$ cat config.mk
export PLATFORM = sky130hd
export DESIGN_NAME = detector_padrao_flat
export DESIGN_NICKNAME = d
export VERILOG_FILES = /design/src/rtl/detector_padrao_if.sv /design/src/rtl/detector_padrao.sv /design/src/flat_wrapper.sv
export SDC_FILE = /design/constraint.sdc
export NUM_CORES = 1
export LEC_CHECK = 0
export ABC_AREA = 1
export CELL_PAD_IN_SITES_DETAIL_PLACEMENT = 1
export CELL_PAD_IN_SITES_GLOBAL_PLACEMENT = 1
export CORE_MARGIN = 5
export CORE_UTILIZATION = 38
export CTS_BUF_LIST = sky130_fd_sc_hd__clkbuf_8
export DETAILED_ROUTE_END_ITERATION = 8
export GPL_TIMING_DRIVEN = 1
export PLACE_DENSITY_LB_ADDON = 0.12
export SYNTH_ARGS = -nofsm -noshare
export SYNTH_HDL_FRONTEND = slang
export SYNTH_SLANG_ARGS = --single-unit
$ cat constraint.sdc
create_clock -name clk -period 1.94 [get_ports clk]
set_input_delay 0.582 -clock clk [delete_from_list [all_inputs] [get_ports clk]]
set_output_delay 0.582 -clock clk [all_outputs]
set_load 0.01 [all_outputs]
$ cat src/rtl/detector_padrao_if.sv
// -----------------------------------------------------------------------------
// detector_padrao_if
//
// Bundles the stream, control and result signals of the serial pattern
// detector so that the detector and its driver share one port list.
//
// Signals
//   x        serial data sample                        (master -> slave)
//   en       sample valid, x accepted when high        (master -> slave)
//   pattern  target pattern, [LEN-1] oldest, [0] newest (master -> slave)
//   overlap  1 = overlapping, 0 = non-overlapping      (master -> slave)
//   clear    synchronous clear of history and counter  (master -> slave)
//   y        registered one-cycle match pulse          (slave -> master)
//   armed    LEN valid samples are held                (slave -> master)
//   count    saturating match counter                  (slave -> master)
// -----------------------------------------------------------------------------
interface detector_padrao_if #(
    parameter int LEN   = 4,
    parameter int CNT_W = 8
);
    logic             x;
    logic             en;
    logic [LEN-1:0]   pattern;
    logic             overlap;
    logic             clear;
    logic             y;
    logic             armed;
    logic [CNT_W-1:0] count;

    modport master (
        output x, en, pattern, overlap, clear,
        input  y, armed, count
    );

    modport slave (
        input  x, en, pattern, overlap, clear,
        output y, armed, count
    );
endinterface

$ cat src/rtl/detector_padrao.sv
// -----------------------------------------------------------------------------
// detector_padrao
//
// Parametrised serial pattern detector. Accepted samples of x (en=1) are
// shifted into a LEN-bit history, newest in bit 0. Once LEN valid samples are
// held, every accepted sample whose resulting history equals `pattern`
// produces a one-cycle registered pulse on y and bumps a saturating counter.
// In non-overlapping mode a match flushes the history, so the next match
// needs LEN fresh samples. `pattern` is compared live and is never latched.
//
// Ports
//   clk    rising-edge clock
//   rst_n  asynchronous active-low reset
//   bus    detector_padrao_if.slave (x, en, pattern, overlap, clear in;
//          y, armed, count out)
//
// Parameters
//   LEN    pattern length, 2..16
//   CNT_W  match counter width, 1..16
// -----------------------------------------------------------------------------
module detector_padrao #(
    parameter int LEN   = 4,
    parameter int CNT_W = 8
) (
    input  logic                    clk,
    input  logic                    rst_n,
    detector_padrao_if.slave        bus
);

    // fill must be able to hold the value LEN itself, hence LEN+1 codes.
    localparam int                 FILL_W  = $clog2(LEN + 1);
    localparam logic [FILL_W-1:0]  FILL_MAX = FILL_W'(LEN);
    localparam logic [CNT_W-1:0]   CNT_MAX  = {CNT_W{1'b1}};

    // The FSM mirrors the fill level: FILL while history is partial, ARMED
    // once LEN valid samples are held. Keeping it as an explicit register
    // lets `armed` come straight from a flop.
    typedef enum logic {
        FILL  = 1'b0,
        ARMED = 1'b1
    } state_t;

    state_t             state_q, state_d;
    logic [LEN-1:0]     hist_q,  hist_d;
    logic [FILL_W-1:0]  fill_q,  fill_d;
    logic [CNT_W-1:0]   count_q, count_d;
    logic               y_q,     y_d;

    // Values the history and fill level would take if the current sample
    // is accepted and does not trigger a flush.
    logic [LEN-1:0]     next_hist;
    logic [FILL_W-1:0]  next_fill;
    logic               match;

    // -------------------------------------------------------------------------
    // State register
    // -------------------------------------------------------------------------
    // NOTE: sequential state uses non-blocking assignments only, so every flop
    // samples the pre-edge value of every other flop regardless of order.
    // The history is a plain shift register, not a memory, so it is reset
    // together with the rest of the state to discard partial sequences.
    always_ff @(posedge clk or negedge rst_n) begin
        if (!rst_n) begin
            state_q <= FILL;
            hist_q  <= '0;
            fill_q  <= '0;
            count_q <= '0;
            y_q     <= 1'b0;
        end else begin
            state_q <= state_d;
            hist_q  <= hist_d;
            fill_q  <= fill_d;
            count_q <= count_d;
            y_q     <= y_d;
        end
    end

    // -------------------------------------------------------------------------
    // Next-sample history and fill level
    // -------------------------------------------------------------------------
    always_comb begin
        next_hist = {hist_q[LEN-2:0], bus.x};
        // Saturating increment of fill: min(fill + 1, LEN). In ARMED the
        // history is already full and stays full.
        unique case (state_q)
            FILL:    next_fill = (fill_q == FILL_MAX) ? FILL_MAX
                                                      : fill_q + FILL_W'(1);
            ARMED:   next_fill = FILL_MAX;
            default: next_fill = FILL_MAX;
        endcase
        match = (next_fill == FILL_MAX) && (next_hist == bus.pattern);
    end

    // -------------------------------------------------------------------------
    // Next-state and output logic
    // -------------------------------------------------------------------------
    always_comb begin
        // NOTE: every signal assigned below gets a default first, so no path
        // through the block leaves a value unassigned and no latch is inferred.
        state_d = state_q;
        hist_d  = hist_q;
        fill_d  = fill_q;
        count_d = count_q;
        y_d     = 1'b0;

        if (bus.clear) begin
            // clear wins over en: the concurrent sample is dropped.
            state_d = FILL;
            hist_d  = '0;
            fill_d  = '0;
            count_d = '0;
        end else if (bus.en) begin
            if (match) begin
                y_d = 1'b1;
                // y still pulses once the counter has saturated.
                if (count_q != CNT_MAX) begin
                    count_d = count_q + CNT_W'(1);
                end
                if (bus.overlap) begin
                    state_d = ARMED;
                    hist_d  = next_hist;
                    fill_d  = FILL_MAX;
                end else begin
                    // Non-overlapping: restart from an empty history.
                    state_d = FILL;
                    hist_d  = '0;
                    fill_d  = '0;
                end
            end else begin
                hist_d  = next_hist;
                fill_d  = next_fill;
                state_d = (next_fill == FILL_MAX) ? ARMED : FILL;
            end
        end
    end

    // -------------------------------------------------------------------------
    // Outputs
    // -------------------------------------------------------------------------
    assign bus.y     = y_q;
    assign bus.armed = (state_q == ARMED);
    assign bus.count = count_q;

endmodule

$ cat src/flat_wrapper.sv
// flat-port wrapper written by rule: the top's interface ports become plain ports
module detector_padrao_flat 
#(
    parameter int LEN   = 4,
    parameter int CNT_W = 8
)
  (clk, rst_n, bus_x, bus_en, bus_pattern, bus_overlap, bus_clear, bus_y, bus_armed, bus_count);
  detector_padrao_if #(.LEN(LEN), .CNT_W(CNT_W)) bus_i ();
  input  logic clk;
  input  logic rst_n;
  input wire logic [$bits(bus_i.x)-1:0] bus_x;
  input wire logic [$bits(bus_i.en)-1:0] bus_en;
  input wire logic [$bits(bus_i.pattern)-1:0] bus_pattern;
  input wire logic [$bits(bus_i.overlap)-1:0] bus_overlap;
  input wire logic [$bits(bus_i.clear)-1:0] bus_clear;
  output wire logic [$bits(bus_i.y)-1:0] bus_y;
  output wire logic [$bits(bus_i.armed)-1:0] bus_armed;
  output wire logic [$bits(bus_i.count)-1:0] bus_count;
  assign bus_i.x = bus_x;
  assign bus_i.en = bus_en;
  assign bus_i.pattern = bus_pattern;
  assign bus_i.overlap = bus_overlap;
  assign bus_i.clear = bus_clear;
  assign bus_y = bus_i.y;
  assign bus_armed = bus_i.armed;
  assign bus_count = bus_i.count;
  detector_padrao #(.LEN(LEN), .CNT_W(CNT_W)) u_core (.clk(clk), .rst_n(rst_n), .bus(bus_i));
endmodule
Yosys cells after proc, flatten, opt, wreduce, memory -nomap -nowiden
Index checks and enable logic that the tools add are counted.

operators by class
  bitwise gates (word level) = 1
  reductions and logical operators = 5
  add/subtract/negate cells = 2
  equality and inequality tests = 4
  muxes and demuxes = 22

operator list
  operator                                      count
  2-to-1 mux 8 bit                              4
  2-to-1 mux 3 bit                              9
  adder 8 x 1 -> 8 bit (second input constant)  1
  2-to-1 mux 1 bit                              8
  != test 8 bit (second input constant)         1
  == test 3 bit (second input constant)         2
  case mux 3 bit (2 select lines)               1
  nonzero test 2 bit                            3
  == test 4 bit                                 1
  adder 3 x 1 -> 3 bit (second input constant)  1
  AND reduction 3 bit                           1
  logical AND 1 bit                             1
  NOT 1 bit                                     1

storage, ports and cells
  input port bits = 10
  bits in registers = 16
  logic and storage cells = 39
  output and inout bits = 10

Logic depth before layout (Yosys ltp)
Gate-level depths: netlist of the first run.

  word-level depth = 8
  depth in mapped cells = 10
  depth with buffers taken out = 10

Least setup slack after synthesis of the first run
No wires, ideal clock.

  kind = reg-to-reg
  start point = register u_core.fill_q[0]
  end point = register u_core.fill_q[2]
  stages on the path, launching flop included = 9
  setup slack = 555 ps
  setup time = 125 ps
  data required time = 1815 ps
  clock period less this slack = 1385 ps
  data arrival time = 1260 ps
  path buffers = 0
  cell sequence = dfrtp_1 > inv_2 > ha_1 > nand2_1 > nand2_2 > nor2_4 > nand3b_1 > nand2_1 > o21ai_1

on the way
  word-level cells in the longest chain between the ends = 8
  elaborated cells on any way between the ends = 9
  those cells by class = add/sub (1); eq/ne (2); mux (5); reduce/logical (1)

ends and longest elaborated chain
  element                                                line                                          source
  start, declared                                        detector_padrao.sv:45                         logic [FILL_W-1:0] fill_q, fill_d;
  start signal, assigned                                 detector_padrao.sv:72                         fill_q <= fill_d;
  adder 3 x 1 -> 3 bit or == test 3 bit (tied branches)  detector_padrao.sv:87, detector_padrao.sv:86
  2-to-1 mux 3 bit (*)                                   detector_padrao.sv:86                         FILL: next_fill = (fill_q == FILL_MAX) ? FILL_MAX
  case mux 3 bit (2 select lines) (*)                    detector_padrao.sv:85                         unique case (state_q)
  == test 3 bit                                          detector_padrao.sv:91                         match = (next_fill == FILL_MAX) && (next_hist == bus.pattern);
  logical AND 1 bit                                      detector_padrao.sv:91
  2-to-1 mux 3 bit (*)                                   detector_padrao.sv:113                        if (match) begin
  2-to-1 mux 3 bit (*)                                   detector_padrao.sv:112                        end else if (bus.en) begin
  2-to-1 mux 3 bit (*)                                   detector_padrao.sv:106                        if (bus.clear) begin

Every way passes the cells marked *; elsewhere a longest branch is shown, timed or not. The select of a mux whose other input is x is not followed.
A chain may end at the register's enable or synchronous reset.

Final worst setup path of the first run
  start point = register u_core.count_q[5] (netlist: u_core.bus.count[5])
  end point = output port bus_count[5]

RTL lines
  element                 line                   source
  start, declared         detector_padrao.sv:46  logic [CNT_W-1:0] count_q, count_d;
  start signal, assigned  detector_padrao.sv:73  count_q <= count_d;
  end, declared           flat_wrapper.sv:18     output wire logic [$bits(bus_i.count)-1:0] bus_count;

No word-level cell between the ends.

==> results.toml, run 1 <==
[cts]
buffer_depth_of_the_longest_clock_path = 2
clkSlewWorstSetupHoldPaths_ps = 70
numCtsBuffers = 3
holdBufCountCts = 0
cts.sink_count = 16
worstSkewPairLatency_ps = 260
cts_htree_levels = 1
cts_tree = "built"
clock-root-buffer = "sky130_fd_sc_hd__clkbuf_8"

[place]
port_buffers = 19
gpl.final_weighted_congestion = 0.7862
placed_cells_incl_taps = 197
dp_hpwl_um = 2133

[power]
power.ir.vdd_worst_mv = 0.5043
power_leakage_nw = 0.6621
pwr_density_cell_mw_per_mm2 = 720.6
fin_total_pwr_w = 0.0009746

[floorplanning]
rows = 19
die_width_um = 62.62
core_mm2 = 0.002710
io_pins = 20
dieArea_mm2 = 0.003921
effective_utilization_at_floorplan_pct = 38.83
die_height_um = 62.62

[detailed_routing]
drt_pass1_iterations = 4
wirelength_um = 2735
wire_per_inst_um = 13.68
post_drt_via_cell_ratio = 5.120
drcViolationCount = 0
drt_iter0_drc = 18
route.antenna.remaining_nets = 0
via_count = 1024

[sta]
top_achievable_clock_speed_mhz = 533.4
period_needed_ps = 1875
final_max_slew_viol_count = 0
finalCritPeriodShare_pct = 96.64
setup_repair_after_global_routing_missed_its_margin = "no"
fin_worst_hold_slack_ps = 525.4
setup_viol_count_final = 0
timing.setup.tns_ps = 0
worst_pin_slew_ps = 340.1
maxSlewHeadroom_pct = 77.30
hold_viol_final = 0
finalClockSkew_ps = 4.971

[critical_path]
worstPathRequired_ps = 1360
critical_path_buf_inv_count = 1
cell_by_cell_trace_of_the_critical_path = "clkdlybuf4s50_1"
critPathTopFamily = "buffers and inverters"
cpPeakStageDelay_ps = 580
timing.critical_path.slowest_stage_cell = "sky130_fd_sc_hd__clkdlybuf4s50_1"
cp-end-kind = "output port"
timing.critical_path.arrival_ps = 1290
timing.setup.critical_path_class = "flop to output port"
crit_path_max_fanout = 6
crit_path_start_kind = "flop"

[global_routing]
grt_first_pass_wirelength_um = 4761
grt_overflow = 0
global_route.usage.total_pct = 15.12
maximum_number_of_pins_on_one_net_before_global_route_repair = 17
number_of_global_route_vias_before_repair = 1065
antenna_found_initial = 0

[synth]
ys_top_cells_by_area = "sky130_fd_sc_hd__dfrtp_1 38%, sky130_fd_sc_hd__nand2_1 16%, sky130_fd_sc_hd__nand3_1 6.2%, sky130_fd_sc_hd__inv_1 5.7%, sky130_fd_sc_hd__nand4_1 4.8%"
post_synth_num_cell_types = 23
synth_cell_area_mm2 = 0.001052
synth_edf_count = 0
most_numerous_cell_types_in_the_synthesized_netlist = "44 x sky130_fd_sc_hd__nand2_1, 16 x sky130_fd_sc_hd__dfrtp_1, 16 x sky130_fd_sc_hd__inv_1, 13 x sky130_fd_sc_hd__nand3_1, 13 x sky130_fd_sc_hd__nor2_1"
post_synth_arst_share_pct = 100.0
syn_inst = 143
synth.most_common_cell = "sky130_fd_sc_hd__nand2_1"
yosysWarningCount = 0
synth_largest_area_cell = "sky130_fd_sc_hd__dfrtp_1"
postSynthAreaPerCell_um2 = 7.358
synth_largest_type_area_fraction_pct = 38.05
postSynthNetCount = 156
synth_seq_area_share_pct = 38.05
ys_ff_latch = 16
dominantRegCellSynth = "sky130_fd_sc_hd__dfrtp_1"

[cells_and_area]
fin_nets = 184
finalNonFillerCells = 200
post-route-util_pct = 49.91
layout.filler_cells = 345
antenna-diode-count = 0
synthToLayoutAreaGrowth_pct = 28.54
drive_above_1_share_pct = 14.79

[worst_hold_path]
min_path_type = "flop to flop"

[outcome]
outcome = "finished clean"

[run]
max_capacitance_violation_count = 0
worst paths after layout:
check / from / endpoint / slack [ps] / cells past startpoint
min in group asynchronous: rst_n / u_core.bus.count[0] / 640 / 2
worst min register to register: u_core.hist_q[1] / u_core.hist_q[1] / 530 / 2
worst max register to register: u_core.fill_q[0] / u_core.bus.count[2] / 410 / 9
worst max-delay path: u_core.bus.count[5] / bus_count[5] / 70 / 1
worst min-delay path: u_core.hist_q[1] / u_core.hist_q[1] / 530 / 2
max in group asynchronous: rst_n / u_core.bus.count[2] / 1080 / 2
placed cells by master (no fill, tap or decap):
master | netlist | routed
sky130_fd_sc_hd__nand2_2 | 2 | 2
sky130_fd_sc_hd__nand4_4 | 1 | 1
sky130_fd_sc_hd__buf_4 | 0 | 6
sky130_fd_sc_hd__nand2_1 | 44 | 44
sky130_fd_sc_hd__clkdlybuf4s50_1 | 0 | 19
sky130_fd_sc_hd__nand3b_1 | 1 | 1
sky130_fd_sc_hd__nand4_2 | 1 | 1
sky130_fd_sc_hd__clkbuf_8 | 0 | 3
sky130_fd_sc_hd__nor2_4 | 1 | 1
sky130_fd_sc_hd__xor2_1 | 2 | 2
sky130_fd_sc_hd__inv_2 | 3 | 3
sky130_fd_sc_hd__ha_1 | 3 | 3
sky130_fd_sc_hd__nor2_1 | 13 | 13
sky130_fd_sc_hd__nand3_1 | 13 | 13
sky130_fd_sc_hd__dfrtp_1 | 16 | 15
sky130_fd_sc_hd__nand4_1 | 8 | 8
sky130_fd_sc_hd__dfrtp_2 | 0 | 1
sky130_fd_sc_hd__nor2_2 | 4 | 4
sky130_fd_sc_hd__nand2_4 | 1 | 1
sky130_fd_sc_hd__clkinv_1 | 1 | 1
sky130_fd_sc_hd__inv_1 | 16 | 16
sky130_fd_sc_hd__nand3_2 | 2 | 2
sky130_fd_sc_hd__o22ai_1 | 2 | 2
sky130_fd_sc_hd__o21ai_1 | 5 | 5
sky130_fd_sc_hd__xnor2_1 | 2 | 2
through the flow:
stage / area (um2) / setup WS, ps
final: 1353 / 65.16
after global routing: 1353 / 6.665
after CTS: 1351 / 45.99
after detailed placement: 1310 / -101.0
after global placement: 1310 / -25.70
after floorplan: 1052 / 555.1
report_power, final:
part	switching (W)	internal [W]	total [W]
sequential	0.0000313	0.000372	0.000404
combinational	0.000184	0.000126	0.000310
clock	0.000123	0.000138	0.000261
total	0.000339	0.000636	0.000975
cells by family after synthesis:
| kind of cell | count (synthesis) | share of synthesized area (%) |
|---|---|---|
| simple gates | 91 | 42.81 |
| buf+inv | 22 | 8.679 |
| flops | 16 | 38.05 |
| compound gates | 7 | 3.567 |
| xor+xnor | 4 | 3.330 |
| fa+ha+maj | 3 | 3.568 |
routing by layer:
metal / part of all wire, % / track usage, % / routed length [um] / vias up
li1: - / - / - / 509
met1: 42 / 16.41 / 1144 / 491
met2: 52 / 26.81 / 1433 / 17
met3: 2.9 / 3.058 / 79 / 7
met4: 2.8 / 8.753 / 77 / 0
met5: 0 / 0 / 0 / -
area by class of cell:
class	count	area (um2)	area share (%)
Sequential cell	16	401.6	29.69
Timing Repair Buffer	25	235.2	17.39
Multi-Input combinational cell	105	560.5	41.44
Inverter	20	75.07	5.550
Tap cell	31	38.79	2.868
Clock buffer	3	41.29	3.053
repair_timing:
| item | in CTS | in global routing |
|---|---|---|
| setup endpoints to repair | 0 | 1 |
| gates resized for setup | 0 | 1 |
| buffers inserted | 0 | 0 |
state kept, by name, summed over array words and instances (netlist names):
signal,count
u_core.hist_q,3
u_core.bus.armed,1
u_core.bus.count,8
u_core.fill_q,3
u_core.bus.y,1
Power figures use the tool's default switching activity.
==> inputs of run 2 (changes only) <==
==> constraint.sdc (replaced) <==
create_clock -name clk -period 1.94 [get_ports clk]
set_input_delay 0.194 -clock clk [delete_from_list [all_inputs] [get_ports clk]]
set_output_delay 0.194 -clock clk [all_outputs]
set_load 0.01 [all_outputs]
==> results.toml, run 2 (same netlist as run 1, synthesis figures left out) <==
[global_routing]
grt_overflow = 0
number_of_global_route_vias_before_repair = 1089
antenna_found_initial = 0
maximum_number_of_pins_on_one_net_before_global_route_repair = 17
grt_first_pass_wirelength_um = 4892
global_route.usage.total_pct = 14.93

[detailed_routing]
wirelength_um = 2743
route.antenna.remaining_nets = 0
wire_per_inst_um = 13.92
drcViolationCount = 0
post_drt_via_cell_ratio = 5.076
drt_iter0_drc = 26
via_count = 1000
drt_pass1_iterations = 4

[power]
pwr-share-clk_pct = 26.0
power.sequential.fraction_pct = 42.6
power.ir.vdd_worst_mv = 0.4601
switching_share_pct = 34.16
pwr_density_cell_mw_per_mm2 = 720.2
part_of_the_power_in_combinational_logic_pct = 31.3
power_switching_w = 0.0003269
internal-power_w = 0.0006301
power_leakage_nw = 0.6490

[sta]
setup_viol_count_final = 0
finalCritPeriodShare_pct = 79.16
setup_repair_after_global_routing_missed_its_margin = "no"
top_achievable_clock_speed_mhz = 651.1
final_max_slew_viol_count = 0
hold_viol_final = 0
maxSlewHeadroom_pct = 77.17
final.setup.worst_slack_ps = 404.2
worst_pin_slew_ps = 342.1
finalClockSkew_ps = 2.561
period_needed_ps = 1536
timing.setup.tns_ps = 0

[run]
max_capacitance_violation_count = 0

[cts]
clkSlewWorstSetupHoldPaths_ps = 60
numCtsBuffers = 3
cts_tree = "built"
post_cts.resized_instances = 0
worstSkewPairLatency_ps = 250
cts.sink_count = 16
buffer_depth_of_the_longest_clock_path = 2
cts_htree_levels = 1
clock-root-buffer = "sky130_fd_sc_hd__clkbuf_8"
holdBufCountCts = 0
post_cts_buffers = 0

[place]
port_buffers = 19
pre_cts_slack_ps = 303.7
gpl.final_weighted_congestion = 0.7833
dp_hpwl_um = 2145

[critical_path]
timing.critical_path.slowest_stage_cell = "sky130_fd_sc_hd__dfrtp_1"
critPathMostFrequentCell = "sky130_fd_sc_hd__nand2_1"
cell_by_cell_trace_of_the_critical_path = "inv_2 -> ha_1 -> nand2_1 -> nand2_2 -> nor2_4 -> nand2_1 -> nand2_2 -> nand4_1 -> nand2_1"
crit_path_start_kind = "flop"
worstPathRequired_ps = 2130
cp-end-kind = "flop"
critPathTopFamily = "simple AND/OR/NAND/NOR gates"
critical_path_buf_inv_count = 1
timing.critical_path.arrival_ps = 1720
timing.setup.critical_path_class = "flop to flop"
cpPeakStageDelay_ps = 360
crit_path_max_fanout = 7

[worst_hold_path]
min_path_type = "input pin to async pin"

[floorplanning]
die_width_um = 62.62
dieArea_mm2 = 0.003921
effective_utilization_at_floorplan_pct = 38.83
rows = 19
die_height_um = 62.62
io_pins = 20
core_mm2 = 0.002710

[cells_and_area]
most_common_cell_after_layout_fill_and_taps_aside = "sky130_fd_sc_hd__nand2_1"
post-route-util_pct = 49.03
synthToLayoutAreaGrowth_pct = 26.28
antenna-diode-count = 0
drive_above_1_share_pct = 12.65
number_of_flip_flops_in_the_largest_register = 8
mostFrequentLayoutCells = "44 x sky130_fd_sc_hd__nand2_1, 19 x sky130_fd_sc_hd__clkdlybuf4s50_1, 16 x sky130_fd_sc_hd__inv_1, 16 x sky130_fd_sc_hd__dfrtp_1"
fin_nets = 181

[outcome]
outcome = "finished clean"
[run 2: cell types whose count changed in the layout (fill, tap and decap cells not counted), sizes merged]
cell / change
buf: -3
[run 2: final timing paths]
path	start	endpoint	slack (ps)	depth (start not counted)
setup / recovery	u_core.fill_q[0]	u_core.bus.count[0]	400	9
min in group clk	u_core.hist_q[2]	u_core.hist_q[2]	530	2
hold reg to reg	u_core.hist_q[2]	u_core.hist_q[2]	530	2
hold / removal	rst_n	u_core.bus.count[0]	270	2
setup reg to reg	u_core.fill_q[0]	u_core.bus.count[0]	400	9
max in group asynchronous	rst_n	u_core.fill_q[0]	1470	2
[run 2: through the flow]
stage               std cells  hold WS [ps]  cell area [um2]  power (W)
global placement          194         505.3             1287  0.0007062
floorplan                 143        -101.6             1052  0.0006230
CTS                       197         270.1             1329  0.0009776
detailed placement        194         520.9             1287  0.0007190
finish                    197         272.2             1329  0.0009570
global route              197         295.1             1329   0.001028
[run 2: worst register-to-register path: cells and delay by family (launching register included)]
| kind | cells | cell delay (ps) |
|---|---|---|
| flip-flops | 1 | 360 |
| buffers and inverters | 1 | 60 |
| AND/OR/NAND/NOR | 7 | 760 |
| adder cells (fa/ha/maj) | 1 | 280 |
[run 2: layout make-up]
type	count	area (um2)
Tap cell	31	38.79
Sequential cell	16	400.4
Inverter	20	75.07
Clock buffer	3	41.29
Fill cell	365	1381
Timing Repair Buffer	22	212.7
Multi-Input combinational cell	105	560.5
[run 2: routing by layer]
layer  vias to the layer above  global-route usage, %  share of wire [%]
li1                        508                      -                  -
met1                       476                  16.72                 42
met5                         -                      0                  0
met4                         0                  4.244               0.44
met2                        14                  27.85                 55
met3                         2                  3.237                3.1
[run 2: power by group through the flow]
stage          clock network (W)  registers, W  logic (W)
2_1_floorplan                  0      0.000411   0.000212
3_5_place_dp                   0      0.000414   0.000305
3_3_place_gp                   0      0.000412   0.000294
6_report                0.000249      0.000408   0.000300
4_1_cts                 0.000263      0.000409   0.000306
5_1_grt                 0.000275      0.000414   0.000339
